File: src/rtl/btb_pkg.sv
// Shared BTB definitions: geometry, way record layout and PC field helpers.
// Used by the IF-stage lookup and the EX-stage writer.
package btb_pkg;
  localparam int NUM_SETS = 8;
  localparam int INDEX_W  = 3;
  localparam int TAG_W    = 27;
  localparam int WAY_W    = 64;
  localparam int SET_W    = 128;

  // Field bit positions inside one 64-bit way
  localparam int VALID_BIT = 63;
  localparam int TAG_HI    = 62;
  localparam int TAG_LO    = 36;
  localparam int TARGET_HI = 35;
  localparam int TARGET_LO = 4;
  localparam int STATE_HI  = 3;
  localparam int STATE_LO  = 2;

  typedef struct packed {
    logic             valid;
    logic [TAG_W-1:0] tag;
    logic [31:0]      target;
    logic [1:0]       state;
    logic [1:0]       pad;
  } btb_way_t;

  function automatic logic [INDEX_W-1:0] pc_index(input logic [31:0] pc);
    return pc[INDEX_W+1:2];
  endfunction

  function automatic logic [TAG_W-1:0] pc_tag(input logic [31:0] pc);
    return pc[31:INDEX_W+2];
  endfunction
endpackage

File: src/rtl/btb_way_match.sv
// Single-way tag compare: reports hit, taken (state[1]) and the target,
// with the target forced to zero on a miss.
module btb_way_match
  import btb_pkg::*;
(
  input  btb_way_t         way,
  input  logic [TAG_W-1:0] tag,
  output logic             hit,
  output logic             taken,
  output logic [31:0]      target
);
  logic unused_pad;
  assign unused_pad = ^way.pad;

  always_comb begin
    hit    = way.valid && (way.tag == tag);
    taken  = hit && way.state[1];
    target = hit ? way.target : '0;
  end
endmodule

File: src/rtl/btb_lookup.sv
// BTB storage (register array + LRU bits) with a registered IF-stage lookup
// and the EX-stage write port, including same-cycle write-to-lookup bypass.
module btb_lookup
  import btb_pkg::*;
(
  input  logic                clk,
  input  logic                rst_n,
  input  logic                rd_valid,
  input  logic [31:0]         rd_pc,
  input  logic                stall,
  input  logic                flush,
  output logic                pred_valid,
  output logic                pred_hit,
  output logic                pred_taken,
  output logic [31:0]         pred_target,
  input  logic [INDEX_W-1:0]  upd_index,
  output logic [SET_W-1:0]    upd_set,
  output logic [NUM_SETS-1:0] lru_vec,
  input  logic                upd_we,
  input  logic [SET_W-1:0]    write_set,
  input  logic                next_lru_write
);
  logic [SET_W-1:0]    set_array_reg [NUM_SETS];
  logic [NUM_SETS-1:0] lru_reg;
  logic [NUM_SETS-1:0] lru_next;

  logic [INDEX_W-1:0] rd_index;
  logic [TAG_W-1:0]   rd_tag;
  logic [SET_W-1:0]   rd_set;
  btb_way_t           way1;
  btb_way_t           way2;
  logic               hit1, hit2, taken1, taken2;
  logic [31:0]        target1, target2;
  logic               lk_hit, lk_taken, touch;
  logic [31:0]        lk_target;
  logic [1:0]         unused_pc_lsb;

  assign unused_pc_lsb = rd_pc[1:0];
  assign rd_index      = pc_index(rd_pc);
  assign rd_tag        = pc_tag(rd_pc);
  // A write landing in the looked-up set this cycle must be visible to the lookup
  assign rd_set = (upd_we && upd_index == rd_index) ? write_set : set_array_reg[rd_index];
  assign way1   = btb_way_t'(rd_set[SET_W-1:WAY_W]);
  assign way2   = btb_way_t'(rd_set[WAY_W-1:0]);

  btb_way_match u_match_way1 (
    .way    (way1),
    .tag    (rd_tag),
    .hit    (hit1),
    .taken  (taken1),
    .target (target1)
  );

  btb_way_match u_match_way2 (
    .way    (way2),
    .tag    (rd_tag),
    .hit    (hit2),
    .taken  (taken2),
    .target (target2)
  );

  // Way1 has priority should both ways ever match
  always_comb begin
    lk_hit    = hit1 || hit2;
    lk_taken  = hit1 ? taken1 : taken2;
    lk_target = hit1 ? target1 : target2;
    touch     = rd_valid && !stall && !flush && lk_hit;
  end

  // LRU: an EX-stage commit to a set overrides a lookup touch of that set
  for (genvar gi = 0; gi < NUM_SETS; gi++) begin : g_lru
    assign lru_next[gi] = (upd_we && upd_index == INDEX_W'(gi)) ? next_lru_write :
                          (touch && rd_index == INDEX_W'(gi))  ? !hit1 :
                          lru_reg[gi];
  end

  always_ff @(posedge clk or negedge rst_n) begin
    if (!rst_n) begin
      for (int i = 0; i < NUM_SETS; i++) set_array_reg[i] <= '0;
      lru_reg <= '0;
    end else begin
      lru_reg <= lru_next;
      if (upd_we) set_array_reg[upd_index] <= write_set;
    end
  end

  always_ff @(posedge clk or negedge rst_n) begin
    if (!rst_n) begin
      pred_valid  <= 1'b0;
      pred_hit    <= 1'b0;
      pred_taken  <= 1'b0;
      pred_target <= '0;
    end else if (flush) begin
      pred_valid  <= 1'b0;
      pred_hit    <= 1'b0;
      pred_taken  <= 1'b0;
      pred_target <= '0;
    end else if (!stall) begin
      pred_valid  <= rd_valid;
      pred_hit    <= rd_valid && lk_hit;
      pred_taken  <= rd_valid && lk_taken;
      pred_target <= rd_valid ? lk_target : '0;
    end
  end

  assign upd_set = set_array_reg[upd_index];
  assign lru_vec = lru_reg;
endmodule

File: config.mk
export PLATFORM = sky130hd
export DESIGN_NAME = btb_lookup
export DESIGN_NICKNAME = d
export VERILOG_FILES = /design/src/rtl/btb_pkg.sv /design/src/rtl/btb_way_match.sv /design/src/rtl/btb_lookup.sv
export SDC_FILE = /design/constraint.sdc
export NUM_CORES = 2
export LEC_CHECK = 0
export CAP_MARGIN = 20
export CORE_ASPECT_RATIO = 0.75
export CORE_MARGIN = 3
export CORE_UTILIZATION = 64
export CTS_BUF_LIST = sky130_fd_sc_hd__clkbuf_16
export DETAILED_ROUTE_END_ITERATION = 8
export GPL_TIMING_DRIVEN = 0
export HOLD_SLACK_MARGIN = 0.03
export PLACE_DENSITY = 0.85
export SLEW_MARGIN = 20
export SYNTH_ARGS = -nofsm -noshare
export SYNTH_HDL_FRONTEND = slang
export SYNTH_HIERARCHICAL = 1
export SYNTH_SLANG_ARGS = --single-unit
File: constraint.sdc
create_clock -name clk -period 7.1 [get_ports clk]
set_clock_uncertainty 0.1 [all_clocks]
set_input_delay 1.065 -clock clk [delete_from_list [all_inputs] [get_ports clk]]
set_output_delay 1.065 -clock clk [all_outputs]
set_load 0.005 [all_outputs]
Word-level counts from Yosys, hierarchy flattened
Cells that the tools add are included.
{"block": "classes", "order_cmp": 3, "reduce_logical": 41, "n_mux": 38, "n_eq_ne": 18, "bitwise": 2}
{"op": "bitwise mux 1024 bit", "count": 1}
{"op": "binary-select mux 128 bit (select 3 bit)", "count": 2}
{"op": "two-way mux 128 bit", "count": 6}
{"op": "demux 128 bit (select 3 bit)", "count": 1}
{"op": "two-way mux 32 bit", "count": 5}
{"op": "== test 27 bit", "count": 2}
{"op": "logical AND 1 bit", "count": 27}
{"op": "== test 3 bit, second input constant", "count": 8}
{"op": "two-way mux 1 bit", "count": 23}
{"op": "nonzero test 2 bit", "count": 8}
{"op": "== test 3 x 2 -> 1 bit, second input constant", "count": 4}
{"op": ">= comparator 4 bit, second input constant", "count": 2}
{"op": "inverter 3 -> 4 bit", "count": 2}
{"op": "== test 3 x 1 -> 1 bit, second input constant", "count": 2}
{"op": "zero test 3 bit", "count": 2}
{"op": "< comparator 4 x 1 -> 1 bit, second input constant", "count": 1}
{"op": "== test 3 bit", "count": 1}
{"op": "zero test 1 bit", "count": 3}
{"op": "inequality test 2 x 1 -> 1 bit, second input constant", "count": 1}
{"op": "logical OR 1 bit", "count": 1}
{"block": "totals", "out_inout_bits": 171, "elab_cells": 122, "ff_bits": 1067}

Longest topological paths before layout
{"block": "logic_depth", "depth_word": 12, "depth_mapped": 17, "mapped_depth_nobuf": 10}

Cells and area by module
The synthesis kept the hierarchy.
{"mod": "btb_lookup", "area_per_inst_um2": 57989.4, "cells_per_inst": 4611, "n_inst": 1, "seq_area_each_um2": 26700.6}
{"mod": "btb_way_match", "area_per_inst_um2": 654.4, "cells_per_inst": 79, "n_inst": 2, "seq_area_each_um2": 0.0}

Worst setup path before layout
No wires, ideal clock.
{"block": "synth_timing", "kind": "in2reg", "from": "input port rd_pc[3]", "to": "register lru_reg[1] (netlist: lru_vec[1])", "arrival_time_ns": 4.706, "setup_time_ns": 0.082, "slack_ns": 2.212, "path_stages": 15, "cell_sequence": "buf_6 > buf_8 > buf_6 > mux4_2 > mux2_2 > mux2_4 > xnor2_1 > nand4_1 > nor4_4 > buf_4 > and3_1 > clkbuf_1 > nor2_1 > or4b_2 > a31oi_1"}
{"block": "synth_between", "elab_chain_cells": 11, "word_cells_on_any_way": 19, "classes_between": "4 x eq/ne; 6 x mux; 1 x bitwise; 8 x reduce/logical"}
{"element": "start, declared", "line": "btb_lookup.sv:9", "rtl": "input logic [31:0] rd_pc,"}
{"element": "inverter 3 -> 4 bit (implied by the code)", "line": "btb_lookup.sv:42", "rtl": "assign rd_set = (upd_we && upd_index == rd_index) ? write_set : set_array_reg[rd_index];"}
{"element": "binary-select mux 128 bit (select 3 bit)", "line": "btb_lookup.sv:42"}
{"element": "two-way mux 128 bit (implied by the code) (2 in series)", "line": "btb_lookup.sv:42"}
{"element": "two-way mux 128 bit *", "line": "btb_lookup.sv:42"}
{"element": "named net rd_set[119]", "line": "btb_lookup.sv:29", "rtl": "logic [SET_W-1:0] rd_set;"}
{"element": "== test 27 bit *", "line": "btb_way_match.sv:16", "rtl": "hit = way.valid && (way.tag == tag);"}
{"element": "logical AND 1 bit *", "line": "btb_way_match.sv:16"}
{"element": "named net hit1", "line": "btb_lookup.sv:32", "rtl": "logic hit1, hit2, taken1, taken2;"}
{"element": "logical OR 1 bit", "line": "btb_lookup.sv:64", "rtl": "lk_hit = hit1 || hit2;"}
{"element": "logical AND 1 bit", "line": "btb_lookup.sv:67", "rtl": "touch = rd_valid && !stall && !flush && lk_hit;"}
{"element": "logical AND 1 bit", "line": "btb_lookup.sv:73", "rtl": "(touch && rd_index == INDEX_W'(gi)) ? !hit1 :"}
{"element": "nonzero test 2 bit (no source line)"}
{"element": "end signal, assigned", "line": "btb_lookup.sv:82", "rtl": "lru_reg <= lru_next;"}
{"element": "end, declared", "line": "btb_lookup.sv:24", "rtl": "logic [NUM_SETS-1:0] lru_reg;"}
The timed path passes the listed nets; every way through them passes the cells marked *. The select of a mux whose other input is x is not followed.
A chain may end at the register's enable or synchronous reset.

Final worst setup path
{"block": "layout_timing", "from": "input port rd_pc[4]", "to": "register lru_reg[1] (netlist: lru_vec[1])"}
Same word-level chain as after synthesis.

==> results.md <==
* Status: completed
* Worst ir drop on vdd at 210 uV
* Die width at 356 um
* Via density per instance at 7.01
* Starting Density at 0.652
* Avg WL per Cell at 31.1 um
* DR pass1 iterations at 8
* Net switching power at 0.00572 W
* Io pins at 341
* Crit path time final at 6.98 ns
* Drt first-iter violations at 7176
* Root Driver: clkbuf_16
* Final hold vios at 0
* CTS max path bufs at 3
* Critical Path RT at 7.56 ns
* Category of the most critical setup path: primary input to flip-flop
* Grt ovf at 0
* ANT nets after route at 0
* GR peak layer: met2
* Post-CTS sizing at 0
* Chip Height at 269 um
* Setup Buffers After CTS at 0
* Num CTS Buffers at 103
* Pin count of the biggest net entering global routing at 143
* Gpl congestion at 0.970
* Flop pwr share at 0.437
* Port bufs at 205
* Maximum clock frequency at 143 MHz
* Clock Latency Late Sink at 0.73 ns
* Switching portion of total power at 0.301
* Reg area at 26700 um2
* Non-Filler Instances at 6413
* Vias in the first global route at 45100
* Met1 GRT Util at 0.531
* CP most frequent cell: clkbuf_1
* Met3 global-route usage at 0.199
* GR Util met2 at 0.569
* DRC viols at 0
* Pre-CTS WS at -0.192 ns
* Mapped Cells at 4745
* Synthesized area at 58900 um2
* Clock power share at 0.299
* Post-CTS Hold Fix Bufs at 0
* Area of the multi-input gates at 29700 um2
* DP Wirelength at 134000 um
* Gr usage total at 0.416
* Max_slew headroom at 0.110
* RSZ-0062 raised after global routing: false
* Max reg flops at 1024
* Setup crit end kind: flip-flop
* Die ar. at 95700 um2
* Layout Nets at 5236
* Synth warn at 6
* Cell Pwr Density at 287 nW/um2
* Commonest non-fill, non-tap cell in the layout: nand2_1
* Worst-margin pin slew at 1.33 ns
* Share of cells above drive strength 1 at 0.364
* Commonest cells after routing, fill and taps aside: nand2_1, dfrtp_1, mux2_2, mux4_2, buf_2
* Crit-path max cell delay at 0.88 ns
* CTS Sinks at 1067
* Initial antenna violation count at 62
* Mapped Nets at 4915
* Worst-path cell chain: clkdlybuf4s50_1 -> clkbuf_1 -> buf_1 -> mux4_2 -> mux2_2 -> mux2_4 -> xor2_1 -> nor4_2 -> clkbuf_1 -> and3_1 -> clkbuf_1 -> nor2_1 -> clkbuf_1 -> o41ai_1 -> a31oi_1
* Core Region at 90300 um2
* Worst endpoint data arrival time at 7.44 ns
* Reg clk slew, reported paths at 0.07 ns
* Leak at 29.9 nW
* Comb pwr share at 0.263
* Via count at 45000
* CP Launch Type: primary input
* Row count at 95
* Final period util at 0.983
* Slowest cell on crit path: buf_1
* TritonCTS clock tree: done
* Fillers at 5572
* Post-Route WL at 200000 um
* CP bufs+invs at 6
* Final setup vio count at 0
* Int Power at 0.0133 W
* P&R area growth vs syn at 12.5%
* H-tree Lvls at 3
* Max Cap Viol at 0
* Class of the worst hold path: primary input to async pin
* Syn avg cell area at 12.4 um2
* Max-slew violation count at 0
* CP delay by family, top: buffers and inverters
* Cell total after placement at 6171
* First-pass GRT wire length at 291000 um
* Final worst-path setup slack at 0.119 ns
* Critical Path Fanout Max at 10
power by group through the flow:
stage               combinational [W]  clock, W  sequential, W
floorplan                     0.00329         0        0.00794
global placement              0.00464         0        0.00826
detailed placement            0.00483         0        0.00830
CTS                           0.00489   0.00566        0.00823
global route                  0.00525   0.00592        0.00840
finish                        0.00500   0.00569        0.00832
layout make-up:
| class | instances | share of cell area |
|---|---|---|
| multi-input cells | 3186 | 0.448 |
| flip-flops and latches | 1067 | 0.403 |
| diodes | 48 | 0.00181 |
| clock inverters | 86 | 0.0112 |
| well taps | 1212 | 0.0229 |
| inverters | 1 | 0.0000566 |
| plain buffers | 491 | 0.0381 |
| repair buffers | 216 | 0.0354 |
| clock buffers | 106 | 0.0400 |
worst register-to-register path: stages, from the launching register on:
cell	delay (ns)
dfrtp_1	0.42
mux4_2	0.47
mux2_2	0.29
mux2_4	0.32
xor2_1	0.17
nor4_2	0.82
clkbuf_1	0.33
and3_1	0.21
clkbuf_1	0.45
nor2_1	0.25
clkbuf_1	0.29
o41ai_1	0.44
a31oi_1	0.13
per-layer routing:
layer	wire [um]	part of all wire	vias up
li1	-	-	17500
met1	67800	0.34	22600
met2	83400	0.42	3941
met3	33100	0.17	922
met4	15000	0.075	32
met5	328	0.0016	-
worst paths after layout:
path,from,endpoint,slack [ns],cells after the start
hold / removal,rst_n,set_array_reg[555]$_DFFE_PN0P_,0.18,1
setup / recovery,rd_pc[4],lru_vec[1]$_DFFE_PN0P_,0.12,15
hold reg to reg,set_array_reg[642]$_DFFE_PN0P_,set_array_reg[642]$_DFFE_PN0P_,0.38,2
min in group clk,set_array_reg[642]$_DFFE_PN0P_,set_array_reg[642]$_DFFE_PN0P_,0.38,2
max in group asynchronous,rst_n,set_array_reg[617]$_DFFE_PN0P_,4.29,5
setup reg to reg,set_array_reg[492]$_DFFE_PN0P_,lru_vec[1]$_DFFE_PN0P_,2.25,12
through the flow:
step,total power (W),area (um2),util,hold slack (ns),TNS (ns)
floorplan,0.0112,58900,-,0.340,0
global placement,0.0129,62400,0.691,0.352,-
detailed placement,0.0131,62700,0.694,0.362,-2.01
CTS,0.0188,66100,0.732,0.199,0
global route,0.0196,66200,0.733,0.201,0
finish,0.0190,66300,0.734,0.177,0
(Power assumes the default switching activity.)
